<file path="config.mk">
export PLATFORM = sky130hd
export DESIGN_NAME = stream_unpacker
export DESIGN_NICKNAME = d
export VERILOG_FILES = /design/src/rtl/stream_unpacker.sv
export SDC_FILE = /design/constraint.sdc
export NUM_CORES = 1
export LEC_CHECK = 0
export CAP_MARGIN = 20
export CORE_UTILIZATION = 25
export CTS_CLUSTER_DIAMETER = 80
export DETAILED_ROUTE_END_ITERATION = 10
export PLACE_DENSITY = 0.51
export SKIP_CTS_REPAIR_TIMING = 1
export SLEW_MARGIN = 0
export SYNTH_ARGS = -nofsm -noshare
export SYNTH_HDL_FRONTEND = slang
export SYNTH_SLANG_ARGS = --single-unit
</file>
<file path="constraint.sdc">
create_clock -name clk -period 1.8 [get_ports clk]
set_clock_uncertainty 0.1 [all_clocks]
set_input_delay 0.45 -clock clk [delete_from_list [all_inputs] [get_ports clk]]
set_output_delay 0.45 -clock clk [all_outputs]
set_load 0.03 [all_outputs]
</file>
<file path="src/rtl/stream_unpacker.sv">
`default_nettype none
// +------------------------------------------------------------------------+
// | Module  : stream_unpacker                                               |
// | Brief   : Width-downconverting unpacker with valid/ready on both sides. |
// |           One IN_WIDTH beat is emitted as up to NUM_WORDS OUT_WIDTH     |
// |           words, with partial-beat counts, selectable word order and    |
// |           end-of-stream marking. Sustains one word per cycle across     |
// |           beat boundaries.                                              |
// | Options : define STREAM_UNPACKER_STATS_EN to add the words_out and      |
// |           streams_done statistics counters.                             |
// | Revision: 1.0 - initial release                                         |
// +------------------------------------------------------------------------+
module stream_unpacker #(
  parameter int IN_WIDTH  = 128,  // must be an integer multiple of OUT_WIDTH
  parameter int OUT_WIDTH = 32,
  parameter int MSB_FIRST = 0,
  localparam int NUM_WORDS = IN_WIDTH / OUT_WIDTH,
  localparam int CNT_W     = $clog2(NUM_WORDS) + 1
) (
  input  logic                 clk,
  input  logic                 reset,
  input  logic                 s_valid,
  output logic                 s_ready,
  input  logic [IN_WIDTH-1:0]  s_data,
  input  logic [CNT_W-1:0]     s_count,
  input  logic                 s_last,
  output logic                 m_valid,
  input  logic                 m_ready,
  output logic [OUT_WIDTH-1:0] m_data,
  output logic                 m_last
`ifdef STREAM_UNPACKER_STATS_EN
  ,
  output logic [31:0]          words_out,
  output logic [15:0]          streams_done
`endif
);

  localparam logic [CNT_W-1:0] FULL_CNT = CNT_W'(NUM_WORDS);
  localparam logic [CNT_W-1:0] ONE_CNT  = CNT_W'(1);

  logic [IN_WIDTH-1:0] sh;        // beat being drained, next word at the output end
  logic [IN_WIDTH-1:0] sh_drain;  // sh advanced by one word
  logic [CNT_W-1:0]    rem;       // words still to emit from sh
  logic [CNT_W-1:0]    eff_cnt;   // s_count with 0 and out-of-range mapped to a full beat
  logic                lst;       // current beat closes a stream
  logic                in_fire;
  logic                out_fire;

  assign eff_cnt  = ((s_count == '0) || (s_count > FULL_CNT)) ? FULL_CNT : s_count;

  // Accept a new beat when empty, or when the final word leaves this cycle,
  // so back-to-back beats produce no output bubble.
  assign s_ready  = (rem == '0) | ((rem == ONE_CNT) & m_ready);
  assign m_valid  = (rem != '0);
  assign m_last   = lst & (rem == ONE_CNT);
  assign in_fire  = s_valid & s_ready;
  assign out_fire = m_valid & m_ready;

  // Word selection and advance depend only on elaboration-time geometry.
  generate
    if (NUM_WORDS == 1) begin : g_single
      assign sh_drain = '0;
      assign m_data   = sh[OUT_WIDTH-1:0];
    end else if (MSB_FIRST != 0) begin : g_msb_first
      // Top word first; partial beats therefore use the top s_count words.
      assign sh_drain = {sh[IN_WIDTH-OUT_WIDTH-1:0], {OUT_WIDTH{1'b0}}};
      assign m_data   = sh[IN_WIDTH-1 -: OUT_WIDTH];
    end else begin : g_lsb_first
      assign sh_drain = {{OUT_WIDTH{1'b0}}, sh[IN_WIDTH-1:OUT_WIDTH]};
      assign m_data   = sh[OUT_WIDTH-1:0];
    end
  endgenerate

  // Load a new beat on input fire (wins over the concurrent last-word drain),
  // otherwise advance one word per output fire.
  always_ff @(posedge clk) begin
    if (reset) begin
      sh  <= '0;
      rem <= '0;
      lst <= 1'b0;
    end else if (in_fire) begin
      sh  <= s_data;
      rem <= eff_cnt;
      lst <= s_last;
    end else if (out_fire) begin
      sh  <= sh_drain;
      rem <= rem - ONE_CNT;
    end
  end

`ifdef STREAM_UNPACKER_STATS_EN
  // Free-running wrap-around counters of emitted words and completed streams.
  always_ff @(posedge clk) begin
    if (reset) begin
      words_out    <= '0;
      streams_done <= '0;
    end else begin
      if (out_fire) begin
        words_out <= words_out + 32'd1;
      end
      if (out_fire && m_last) begin
        streams_done <= streams_done + 16'd1;
      end
    end
  end
`endif

endmodule
`default_nettype wire

</file>
Word level (Yosys, flattened, before mapping)
Index checks and enable logic that the tools add are counted.
{ "word_totals": {"inputBits": 136, "regBits": 132, "word_cells": 21} }
{ "op_classes": {"n_mux": 5, "n_reduce_logical": 5, "magnitude_cmp": 1, "add_sub_neg": 1, "n_eq_ne": 1, "bitwise": 5} }
{ "op_table": {"columns": ["cell", "n"], "rows": [
  ["128-bit 2-to-1 mux", 2],
  ["3-bit 2-to-1 mux", 3],
  ["3-bit zero test", 2],
  ["1-bit bitwise AND", 4],
  ["3-bit by 1-bit == test with 1-bit output, second input constant", 1],
  ["3-bit greater-than comparator, second input constant", 1],
  ["3-bit nonzero test", 1],
  ["3-bit by 1-bit subtractor with 3-bit output, second input constant", 1],
  ["2-bit nonzero test", 1],
  ["1-bit logical OR", 1],
  ["1-bit OR", 1]
]} }

Logic depth before layout (Yosys ltp)
{ "depth": {"ltp_word": 5, "depth_mapped": 8} }

Worst setup path before layout
Ideal clock, no wire load.
{ "synth_timing": {"path_type": "register to register", "startpoint": "reg rem[0]", "endpoint": "reg sh[26]", "synth_period_minus_slack_ns": 1.815, "path_stages_with_launch": 9, "required_time_ns": 1.556, "arrival_time_ns": 1.570, "slack_ns": -0.015, "setup_time_ns": 0.144, "cell_sequence": "dfxtp_1 -> inv_1 -> ha_1 -> and2b_4 -> inv_2 -> nand2_4 -> buf_2 -> nor3_1 -> nor4_2"} }
{ "synth_via": {"word_cells_on_any_way": 9} }
{ "synth_rtl": {"columns": ["element", "line_no", "source"], "rows": [
  ["start: declaration", "43", "logic [CNT_W-1:0] rem;"],
  ["start signal: assignment", "83", "rem <= eff_cnt;"],
  ["start signal: assignment", "87", "rem <= rem - ONE_CNT;"],
  ["3-bit nonzero test", "54", "assign m_valid = (rem != '0);"],
  ["via m_valid", "27", "output logic m_valid,"],
  ["1-bit bitwise AND", "57", "assign out_fire = m_valid & m_ready;"],
  ["2-bit nonzero test (no line)", null, null],
  ["end signal: assignment", "82", "sh <= s_data;"],
  ["end signal: assignment", "86", "sh <= sh_drain;"],
  ["end: declaration", "41", "logic [IN_WIDTH-1:0] sh;"]
]} }
The timed path passes the listed nets, and every way through them passes these cells.
A chain may end at the register's enable or synchronous reset.

Worst setup path after layout
{ "layout_timing": {"startpoint": "reg rem[0]", "endpoint": "out s_ready"} }
{ "layout_via": {"elab_chain_len": 3, "word_cells_on_any_way": 4} }
{ "layout_lines": {"columns": ["element", "line_no", "source"], "rows": [
  ["3-bit by 1-bit == test with 1-bit output", "53", "assign s_ready = (rem == '0) | ((rem == ONE_CNT) & m_ready);"],
  ["1-bit bitwise AND", "53", null],
  ["1-bit OR *", "53", null],
  ["end: declaration", "23", "output logic s_ready,"]
]} }
Mark *: on every way between the ends. The rest lies on a longest branch, timed or not.

==> results.json <==
{
  "synth_fp_nets": 854,
  "cp-end-kind": "output pin",
  "track_usage_pct": 15.21,
  "synth_area_um2": 6176,
  "start_util_pct": 25.47,
  "worstSkewPairLatency_ps": 420,
  "cts.clk_slew.worst_paths_ps": 60,
  "worstHoldStart": "lst",
  "rows": 57,
  "hold_depth": 2,
  "hold_viol": 0,
  "grt_pass1_wl_mm": 30.19,
  "outcome": "complete, but fails checks",
  "finalHoldWorstSlack_ps": 354.1,
  "gr-total-overflow": 0,
  "firstDrtPassIters": 4,
  "clkSinkCount": 132,
  "timing.rr.end": "sh[3]",
  "setup_tns_ps": -7978,
  "synthToLayoutAreaGrowth_pct": 71.27,
  "numCtsBuffers": 17,
  "place_area_um2": 8433,
  "cp.required_ps": 1250,
  "grt_max_degree": 46,
  "worstPathArrival_ps": 1480,
  "slew_headroom_pct": 71.60,
  "grt_pass1_vias": 5416,
  "wl_per_cell_um": 18.21,
  "vias": 5874,
  "cp_max_fo": 3,
  "violations": "setup timing",
  "clock-root-buffer": "clkbuf_16",
  "syn_inst": 714,
  "peakVddDrop_uv": 677.8,
  "min_path_type": "flip-flop to flip-flop",
  "r2r_cells": 9,
  "yosys_warnings": 0,
  "ant_nets": 0,
  "wirelength_mm": 22.95,
  "slew_violations": 0,
  "power.leakage_nw": 4.473,
  "fin_ws_ps": -229.4,
  "drive_above_1_share_pct": 36.15,
  "seq_area_frac_synth_pct": 42.79,
  "drt-initial-drc-count": 271,
  "cts_tree": "done",
  "dieArea_um2": 25340,
  "fmax_ghz": 0.4928,
  "dp_slack_ps": -490.9,
  "path_class": "flip-flop to output pin",
  "final.fill_count": 2356,
  "antenna_found_initial": 4,
  "cp-start-kind": "flip-flop",
  "cts_buffer_depth": 2,
  "power_density_nw_per_um2": 1857,
  "nets": 1062,
  "ctsHtreeMaxLevel": 4,
  "maxCapViolCount": 0,
  "finalSetupViolCount": 108,
  "die_x_um": 159.2,
  "design.core.area_um2": 24250,
  "avgSynthCellArea_um2": 8.650,
  "whs_endpoint": "lst",
  "gp_congestion": 0.7677,
  "ioPinCount": 171,
  "ys_ff_latch": 132,
  "fin_crit_sh_pct": 112.7,
  "fin_area_um2": 10580,
  "port_buffers": 170,
  "r2r_start": "rem[0]",
  "synth_cell_types": 37,
  "tightest_slew_ps": 426.0,
  "die_y_um": 159.2,
  "viasPerCell": 4.662,
  "final_core_util_pct": 43.62,
  "r2r_setup_slack_ps": -130,
  "drc": 0,
  "hpwl_mm": 13.50,
  "rsz0062_at_grt": "yes",
  "min_period_ps": 2029
}
sequential cells by signal, indices dropped and copies added (netlist names):
register,flops
rem,3
lst,1
sh,128
cells in the mapped netlist (all sizes together):
cell / instances / area (µm²)
nand2b: 2 / 12.51
nor3: 97 / 485.5
inv: 6 / 22.52
and2b: 1 / 10.01
and3b: 1 / 8.760
clkbuf: 23 / 86.33
or3: 5 / 31.28
a32oi: 5 / 43.79
a221oi: 2 / 23.77
a211o: 1 / 8.760
nand4b: 1 / 8.760
and3: 1 / 6.260
nand3: 1 / 5.000
nand2: 5 / 26.27
buf: 71 / 520.5
ha: 4 / 50.05
a21oi: 3 / 26.28
nor2: 221 / 837.1
nand3b: 2 / 18.77
a22oi: 32 / 240.2
a21boi: 1 / 18.77
o21ai: 3 / 26.28
a2111oi: 1 / 8.760
or2: 2 / 12.51
nor4: 91 / 994.7
dfxtp: 132 / 2643
placed cells by master (no fill, tap or decap), types with 29 or more instances in the layout:
| cell | count |
|---|---|
| a22oi_2 | 29 |
| clkdlybuf4s50_1 | 132 |
| buf_12 | 29 |
| dlymetal6s2s_1 | 34 |
| clkbuf_16 | 36 |
| nor2_1 | 190 |
| nor3_2 | 32 |
| buf_4 | 49 |
| nor3_1 | 57 |
| nor4_2 | 70 |
| dfxtp_1 | 130 |
routing by layer:
metal	track usage, %	share of wire (%)	up-vias	wire, µm
met3	4.090	5.1	16	1163
li1	-	-	2892	-
met4	4.065	0.85	2	194
met5	0	0.061	-	14
met1	22.11	48	2826	11120
met2	21.89	46	138	10450
where the power goes:
| part | internal [W] | switching, W | total, W | leakage (nW) |
|---|---|---|---|---|
| sequential | 0.00424 | 0.000957 | 0.00520 | 1.09 |
| clock | 0.00207 | 0.00137 | 0.00343 | 0.271 |
| combinational | 0.00541 | 0.00561 | 0.0110 | 3.11 |
worst max-delay path, stage by stage (launching register included):
cell and delay (ps):
dfxtp_2 370, inv_2 60, ha_4 170, a21oi_4 130, buf_4 150, nor2_2 30, buf_4 160
cells by family (layout without fill, tap and decap cells):
kind of cell	count (synthesis)	count (layout)	share of synthesized area, %
buffers and inverters	100	321	10.19
adder cells (fa/ha/maj)	4	4	0.8104
flip-flops	132	132	42.79
other	0	1	0
AND/OR/NAND/NOR	430	430	39.79
AO/OA/AOI/OAI	48	48	6.422
how the worst max path moves through the flow:
stage | cells after the start | startpoint | slack [ps] | end
after floorplan | 8 | rem[0] | 60 | sh[26]
final | 6 | rem[0] | -230 | s_ready
after detailed placement | 7 | m_ready | -490 | sh[56]
after global placement | 7 | m_ready | -500 | sh[56]
after CTS | 6 | rem[0] | -420 | s_ready
after global routing | 6 | rem[0] | -270 | s_ready
final cells by class:
type,instances,area [µm²],area share [%]
Timing Repair Buffer,283,3407,32.21
Sequential cell,132,2645,25.01
Multi-Input combinational cell,482,3510,33.18
Tap cell,324,405.4,3.833
Clock inverter,13,135.1,1.278
Inverter,6,30.03,0.2839
Clock buffer,19,442.9,4.187
Antenna cell,1,2.502,0.02366
stage by stage:
| step | cells | total power (W) |
|---|---|---|
| 6_report | 1260 | 0.01964 |
| 5_1_grt | 1259 | 0.02079 |
| 4_1_cts | 1212 | 0.01659 |
| 3_5_place_dp | 1180 | 0.01310 |
| 3_3_place_gp | 1180 | 0.01303 |
| 2_1_floorplan | 714 | 0.01035 |
No activity file was read; power rests on OpenSTA's default activity.
